===== config.mk =====
export PLATFORM = sky130hd
export DESIGN_NAME = approx_mult_pipe
export DESIGN_NICKNAME = d
export VERILOG_FILES = /design/src/rtl/approx_mult_pkg.sv /design/src/rtl/approx_mult_pipe_tile.sv /design/src/rtl/approx_mult_pipe.sv
export SDC_FILE = /design/constraint.sdc
export NUM_CORES = 1
export LEC_CHECK = 0
export CAP_MARGIN = 40
export CORE_MARGIN = 2
export CORE_UTILIZATION = 59
export CTS_CLUSTER_DIAMETER = 30
export DETAILED_ROUTE_END_ITERATION = 12
export PLACE_DENSITY = 0.81
export SYNTH_ARGS = -nofsm -noshare
export SYNTH_HDL_FRONTEND = slang
export SYNTH_HIERARCHICAL = 1
export SYNTH_SLANG_ARGS = --single-unit

===== constraint.sdc =====
create_clock -name clk -period 3.28 [get_ports clk]
set_input_delay 0.82 -clock clk [delete_from_list [all_inputs] [get_ports clk]]
set_output_delay 0.82 -clock clk [all_outputs]
set_load 0.05 [all_outputs]

===== src/rtl/approx_mult_pkg.sv =====
// Shared definitions for the tile-based approximate multiplier:
// mode encodings, nibble-count derivation and the per-tile approximation rule.
package approx_mult_pkg;

  localparam int NIB_BITS  = 4;
  localparam int TILE_BITS = 2 * NIB_BITS;

  localparam logic [1:0] MODE_EXACT = 2'b00;
  localparam logic [1:0] MODE_HALF  = 2'b01;
  localparam logic [1:0] MODE_ALL   = 2'b10;

  // Number of 4-bit nibbles in an operand of width w.
  function automatic int nib_count(input int w);
    return w / NIB_BITS;
  endfunction

  // The reserved encoding behaves as exact and is reported as exact.
  function automatic logic [1:0] norm_mode(input logic [1:0] mode);
    return (mode == MODE_HALF || mode == MODE_ALL) ? mode : MODE_EXACT;
  endfunction

  // Tile (i, j) is approximate in HALF mode when its A-nibble index sits in
  // the upper half of the operand, and always in ALL mode.
  function automatic logic tile_is_approx(input logic [1:0] mode, input int i, input int n);
    logic res;
    res = 1'b0;
    if (mode == MODE_ALL)
      res = 1'b1;
    else if (mode == MODE_HALF)
      res = (i >= n / 2);
    return res;
  endfunction

endpackage


===== src/rtl/approx_mult_pipe_tile.sv =====
// 4x4 nibble multiplier tile. When approx is set, the TRUNC low bits of the
// 8-bit product are cleared; TRUNC is fixed at elaboration.
module approx_tile4 #(
  parameter int TRUNC = 2
) (
  input  logic [3:0] a,
  input  logic [3:0] b,
  input  logic       approx,
  output logic [7:0] p
);

  localparam logic [7:0] KEEP_MASK = 8'(8'hFF << TRUNC);

  logic [7:0] exact;

  // Exact nibble product, optionally truncated.
  always_comb begin
    exact = {4'b0000, a} * {4'b0000, b};
    p     = approx ? (exact & KEEP_MASK) : exact;
  end

endmodule


===== src/rtl/approx_mult_pipe.sv =====
// approx_mult_pipe: pipelined W x W unsigned multiplier made of N*N 4x4 tiles,
// each exact or truncated per the transaction mode, tiles summed exactly.
// Stages: S1 operands+mode, S2 tile products, S3 summed result.
// Optional build macro APPROX_MULT_ERR_STATS_EN adds txn_cnt/err_sum
// counters fed by an exact product carried alongside the pipeline.
module approx_mult_pipe
  import approx_mult_pkg::*;
#(
  parameter int W     = 8,
  parameter int TRUNC = 2
) (
  input  logic           clk,
  input  logic           rst_n,
  input  logic           in_valid,
  output logic           in_ready,
  input  logic [W-1:0]   in_a,
  input  logic [W-1:0]   in_b,
  input  logic [1:0]     in_mode,
  output logic           out_valid,
  input  logic           out_ready,
  output logic [2*W-1:0] out_r,
  output logic [1:0]     out_mode
`ifdef APPROX_MULT_ERR_STATS_EN
  ,
  output logic [31:0]    txn_cnt,
  output logic [31:0]    err_sum
`endif
);

  localparam int N  = nib_count(W);
  localparam int NT = N * N;
  localparam int PW = 2 * W;

  logic s1_valid, s2_valid, s3_valid;
  logic s1_advance, s2_advance;
  logic s1_load, s2_load, s3_load;
  logic accept;

  logic [W-1:0]         s1_a, s1_b;
  logic [1:0]           s1_mode, s2_mode;
  logic [TILE_BITS-1:0] tile_p  [NT];
  logic [TILE_BITS-1:0] s2_prod [NT];
  logic [PW-1:0]        tile_sum;

  // Handshake chain: a stage loads whenever the stage after it is empty or
  // draining, so bubbles collapse and in_ready sees out_ready combinationally.
  always_comb begin
    s3_load    = s2_valid & (~s3_valid | out_ready);
    s2_advance = s3_load;
    s2_load    = s1_valid & (~s2_valid | s2_advance);
    s1_advance = s2_load;
    in_ready   = ~s1_valid | s1_advance;
    accept     = in_valid & in_ready;
    s1_load    = accept;
  end

  assign out_valid = s3_valid;

  // Stage valid flags; reset flushes every in-flight beat.
  always_ff @(posedge clk or negedge rst_n) begin
    if (!rst_n) begin
      s1_valid <= 1'b0;
      s2_valid <= 1'b0;
      s3_valid <= 1'b0;
    end else begin
      if (s1_load)         s1_valid <= 1'b1;
      else if (s1_advance) s1_valid <= 1'b0;
      if (s2_load)         s2_valid <= 1'b1;
      else if (s2_advance) s2_valid <= 1'b0;
      if (s3_load)         s3_valid <= 1'b1;
      else if (out_ready)  s3_valid <= 1'b0;
    end
  end

  // S1 operand capture; data registers carry no reset.
  always_ff @(posedge clk) begin
    if (s1_load) begin
      s1_a    <= in_a;
      s1_b    <= in_b;
      s1_mode <= norm_mode(in_mode);
    end
  end

  for (genvar gi = 0; gi < N; gi++) begin : g_row
    for (genvar gj = 0; gj < N; gj++) begin : g_col
      approx_tile4 #(.TRUNC(TRUNC)) u_tile (
        .a      (s1_a[NIB_BITS*gi +: NIB_BITS]),
        .b      (s1_b[NIB_BITS*gj +: NIB_BITS]),
        .approx (tile_is_approx(s1_mode, gi, N)),
        .p      (tile_p[gi*N + gj])
      );
    end
  end

  // S2 captures every tile product along with the mode.
  always_ff @(posedge clk) begin
    if (s2_load) begin
      s2_prod <= tile_p;
      s2_mode <= s1_mode;
    end
  end

  // Exact weighted sum of the tile products; 2W bits cannot overflow.
  always_comb begin
    tile_sum = '0;
    for (int i = 0; i < N; i++) begin
      for (int j = 0; j < N; j++) begin
        tile_sum = tile_sum + (PW'(s2_prod[i*N + j]) << (NIB_BITS * (i + j)));
      end
    end
  end

  // S3 result register; holds while the consumer stalls.
  always_ff @(posedge clk or negedge rst_n) begin
    if (!rst_n) begin
      out_r    <= '0;
      out_mode <= MODE_EXACT;
    end else if (s3_load) begin
      out_r    <= tile_sum;
      out_mode <= s2_mode;
    end
  end

`ifdef APPROX_MULT_ERR_STATS_EN
  logic [PW-1:0] s2_exact, s3_exact;
  logic [PW-1:0] err_beat;
  logic [64:0]   err_total;
  logic          deliver;

  // Exact product travels beside the tile pipeline, one stage behind S1.
  always_ff @(posedge clk) begin
    if (s2_load) s2_exact <= PW'(s1_a) * PW'(s1_b);
    if (s3_load) s3_exact <= s2_exact;
  end

  // Truncation only lowers tiles, so the exact product never falls below out_r.
  always_comb begin
    deliver   = s3_valid & out_ready;
    err_beat  = s3_exact - out_r;
    err_total = 65'(err_sum) + 65'(err_beat);
  end

  // Per-delivery counters: wrapping beat count, saturating error sum.
  always_ff @(posedge clk or negedge rst_n) begin
    if (!rst_n) begin
      txn_cnt <= '0;
      err_sum <= '0;
    end else if (deliver) begin
      txn_cnt <= txn_cnt + 32'd1;
      err_sum <= (err_total > 65'h0_FFFF_FFFF) ? 32'hFFFF_FFFF : err_total[31:0];
    end
  end
`endif

endmodule

==> run_results.csv <==
group,metric,value,unit
yosys,synth-async-reset-ratio,0.288,
clocking,cts_setup_buffers,0,
yosys,synth.most_common_cell,"ha_1",
floorplanning,ios,42,
floorplanning,die_h,93.8,um
clocking,clkTransAtPathRegs,0.09,ns
timing,period_share,0.902,
power_and_ir_drop,p_leak,2.47,nW
hold_path,min_from,"s2_prod[26]",
critical_path,regToRegSetupSlack,0.32,ns
hold_path,min_path_type,"flip-flop to flip-flop",
floorplanning,initial_utilization,0.612,
yosys,synth_edf_count,52,
global_routing,grt_max_degree,35,
clocking,cts_hold_buf,0,
yosys,syn_avg_cell_area,11.7,um2
critical_path,reg2regPathDepth,8,
finish,final_util,0.709,
finish,area_delta_synth_final,15.8,%
timing,setup_ws,0.320,ns
yosys,ys_top_cells_by_count,"ha_1 (57), edfxtp_1 (52), and2_1 (51)",
yosys,synthesis.nets,510,
yosys,yosysWarnings,6,
timing,layout_min_cycle_time,2.96,ns
clocking,clk_latency,0.36,ns
critical_path,crit_type,"flip-flop to flip-flop",
yosys,yosys.area.top_type,"edfxtp_1",
critical_path,r2r-start,"s1_b[3]",
drt,vias_per_cell,5.41,
drt,dr.pass1.iters,6,
drt,antenna_left,0,
global_routing,antenna_found_initial,0,
drt,post-route-drc-count,0,
placement,gp_congestion,0.847,
yosys,netlist_instances,406,
timing,hold_viol,0,
drt,vias,3069,
yosys,ys_ff_latch,73,
global_routing,grt_pass1_wl,13900,um
power_and_ir_drop,power,0.00349,W
timing,tns,0,ns
hold_path,min_to,"out_r[2]",
critical_path,regToRegEndpoint,"s2_prod[15]",
timing,rsz0062_at_grt,"no",
critical_path,worst-endpoint-arrival,3.15,ns
yosys,synth_area_leaders,"edfxtp_1 (33%), ha_1 (15%), dfrtp_1 (11%)",
yosys,yosys_most_used_dff,"edfxtp_1",
global_routing,grt.overflow.total,0,
power_and_ir_drop,ir_drop,0.284,mV
floorplanning,die_x,93.8,um
timing,report.final.slew_viol_count,0,
drt,routed_wl,7980,um
placement,portBuffers,41,
clocking,cts_buffer_depth,2,
critical_path,slowest_delay,0.55,ns
yosys,synth_top_area_frac,0.328,
clocking,cts_tree,"yes",
clocking,htreeDepth,3,
floorplanning,core-area,0.00777,mm2
run,maxCapViolCount,0,
placement,post-place-ws,0.339,ns
placement,place_hpwl,6220,um
drt,wl_per_cell,14.1,um
timing,tightest_slew,0.667,ns
floorplanning,dieArea,0.00879,mm2
yosys,synth.distinct_cells,38,
timing,fmax,338,MHz
global_routing,grt_pass1_vias,3064,
clocking,cts_buffers,9,
run_status,status,"completed",
critical_path,worst_path_max_delay_cell,"fa_1",
yosys,yosysSeqAreaShare,0.439,
finish,fill_cells,586,
global_routing,grt_use_total,0.204,
timing,relSlewSlack,0.555,
floorplanning,num_rows,32,
critical_path,crit_chain,"nand2_1, fa_1, inv_1, fa_1, ha_1, a211oi_1, or4b_1, o2111ai_1",
critical_path,crit_required,3.47,ns
power_and_ir_drop,powerDensity,634,mW/mm2
timing,fin_skew,0.0125,ns
critical_path,cpMostUsedCell,"fa_1",
critical_path,critPathBufInv,1,
clocking,cts_sinks,73,
hold_path,whs_path_depth,2,
clocking,root_buffer,"clkbuf_8",
timing,holdWs,0.444,ns
finish,finalNetCount,564,
finish,drive_above_1_share,0.0559,
critical_path,critical_path.top_delay_family,"adder cells",
critical_path,crit_fanout,8,
critical_path,crit_path_end_kind,"flip-flop",
yosys,synth_area,0.00475,mm2
timing,setup_viol,0,
drt,drt_iter0_drc,88,
clocking,cts.repair.resized,0,
finish,diodes,0,
critical_path,start_kind,"flip-flop",
[flip-flops by register name (all words and copies together) (netlist names)]
name	count
s2_prod	32
s1_a	8
s1_b	8
s1_mode	2
out_mode	2
out_r	16
s2_valid	1
s1_valid	1
out_valid	1
s2_mode	2
[where the power goes]
part | internal [W] | leakage (nW) | switching (W)
Sequential | 0.00121 | 0.760 | 0.000107
Combinational | 0.000614 | 1.61 | 0.000892
Clock | 0.000289 | 0.0931 | 0.000382
[how the worst max path moves through the flow]
| stage | to | slack (ns) | cells after the start | startpoint |
|---|---|---|---|---|
| after detailed placement | s2_prod[6] | 0.34 | 8 | s1_a[4] |
| after floorplan | s2_prod[22] | 0.54 | 8 | s1_a[0] |
| final | s2_prod[15] | 0.32 | 8 | s1_b[3] |
| after CTS | s2_prod[6] | 0.32 | 8 | s1_a[4] |
| after global placement | s2_prod[14] | 0.43 | 8 | s1_a[4] |
| after global routing | s2_prod[6] | 0.14 | 8 | s1_a[4] |
[layout make-up]
type	instances	area, um2	area share
inverters	24	90.1	0.0164
repair buffers	46	453	0.0822
clock buffers	9	124	0.0225
clock inverters	7	60.1	0.0109
well taps	102	128	0.0232
flip-flops and latches	73	2090	0.379
multi-input cells	306	2570	0.466
[layer usage]
metal  vias to the layer above  global-route usage  wire, um
met5                         -                   0         0
met4                         0              0.0628       117
met3                        15              0.0530       340
met2                        66               0.331      3750
met1                      1447               0.272      3770
li1                       1541                   -         -
[cell families after synthesis]
group / share of synthesized area
fa+ha+maj: 0.255
flops: 0.439
simple gates: 0.154
mux: 0.00658
buf+inv: 0.0213
compound gates: 0.0924
xor+xnor: 0.0313
[through the flow]
stage | instances | instance area [um2]
3_5_place_dp | 551 | 5320
3_3_place_gp | 550 | 5310
6_report | 567 | 5510
5_1_grt | 567 | 5510
2_1_floorplan | 406 | 4750
4_1_cts | 567 | 5510
[cell usage in the layout (no fill, tap or decap), types with 4 or more instances in the layout]
cell type and instances:
a21oi_1 14, and2_1 51, xnor2_1 10, clkbuf_8 9, nand2_1 48, nand2b_1 4, fa_1 25, buf_4 5
nor2b_1 8, edfxtp_1 52, nor3b_1 4, or4b_1 4, o21ai_0 6, clkdlybuf4s50_1 40, inv_1 24, a21o_2 4
ha_1 57, xor2_1 7, o21a_1 4, nor2_1 10, o2111ai_1 4, o21ai_1 11, a21o_1 8, a211oi_1 5
dfrtp_1 21
[worst register-to-register path, stage by stage, from the launching register on]
cell and delay, ns:
edfxtp_1 0.51, nand2_1 0.13, fa_1 0.55, inv_1 0.05
fa_1 0.52, ha_1 0.33, a211oi_1 0.09, or4b_1 0.50
o2111ai_1 0.10
(Power assumes the default switching activity.)
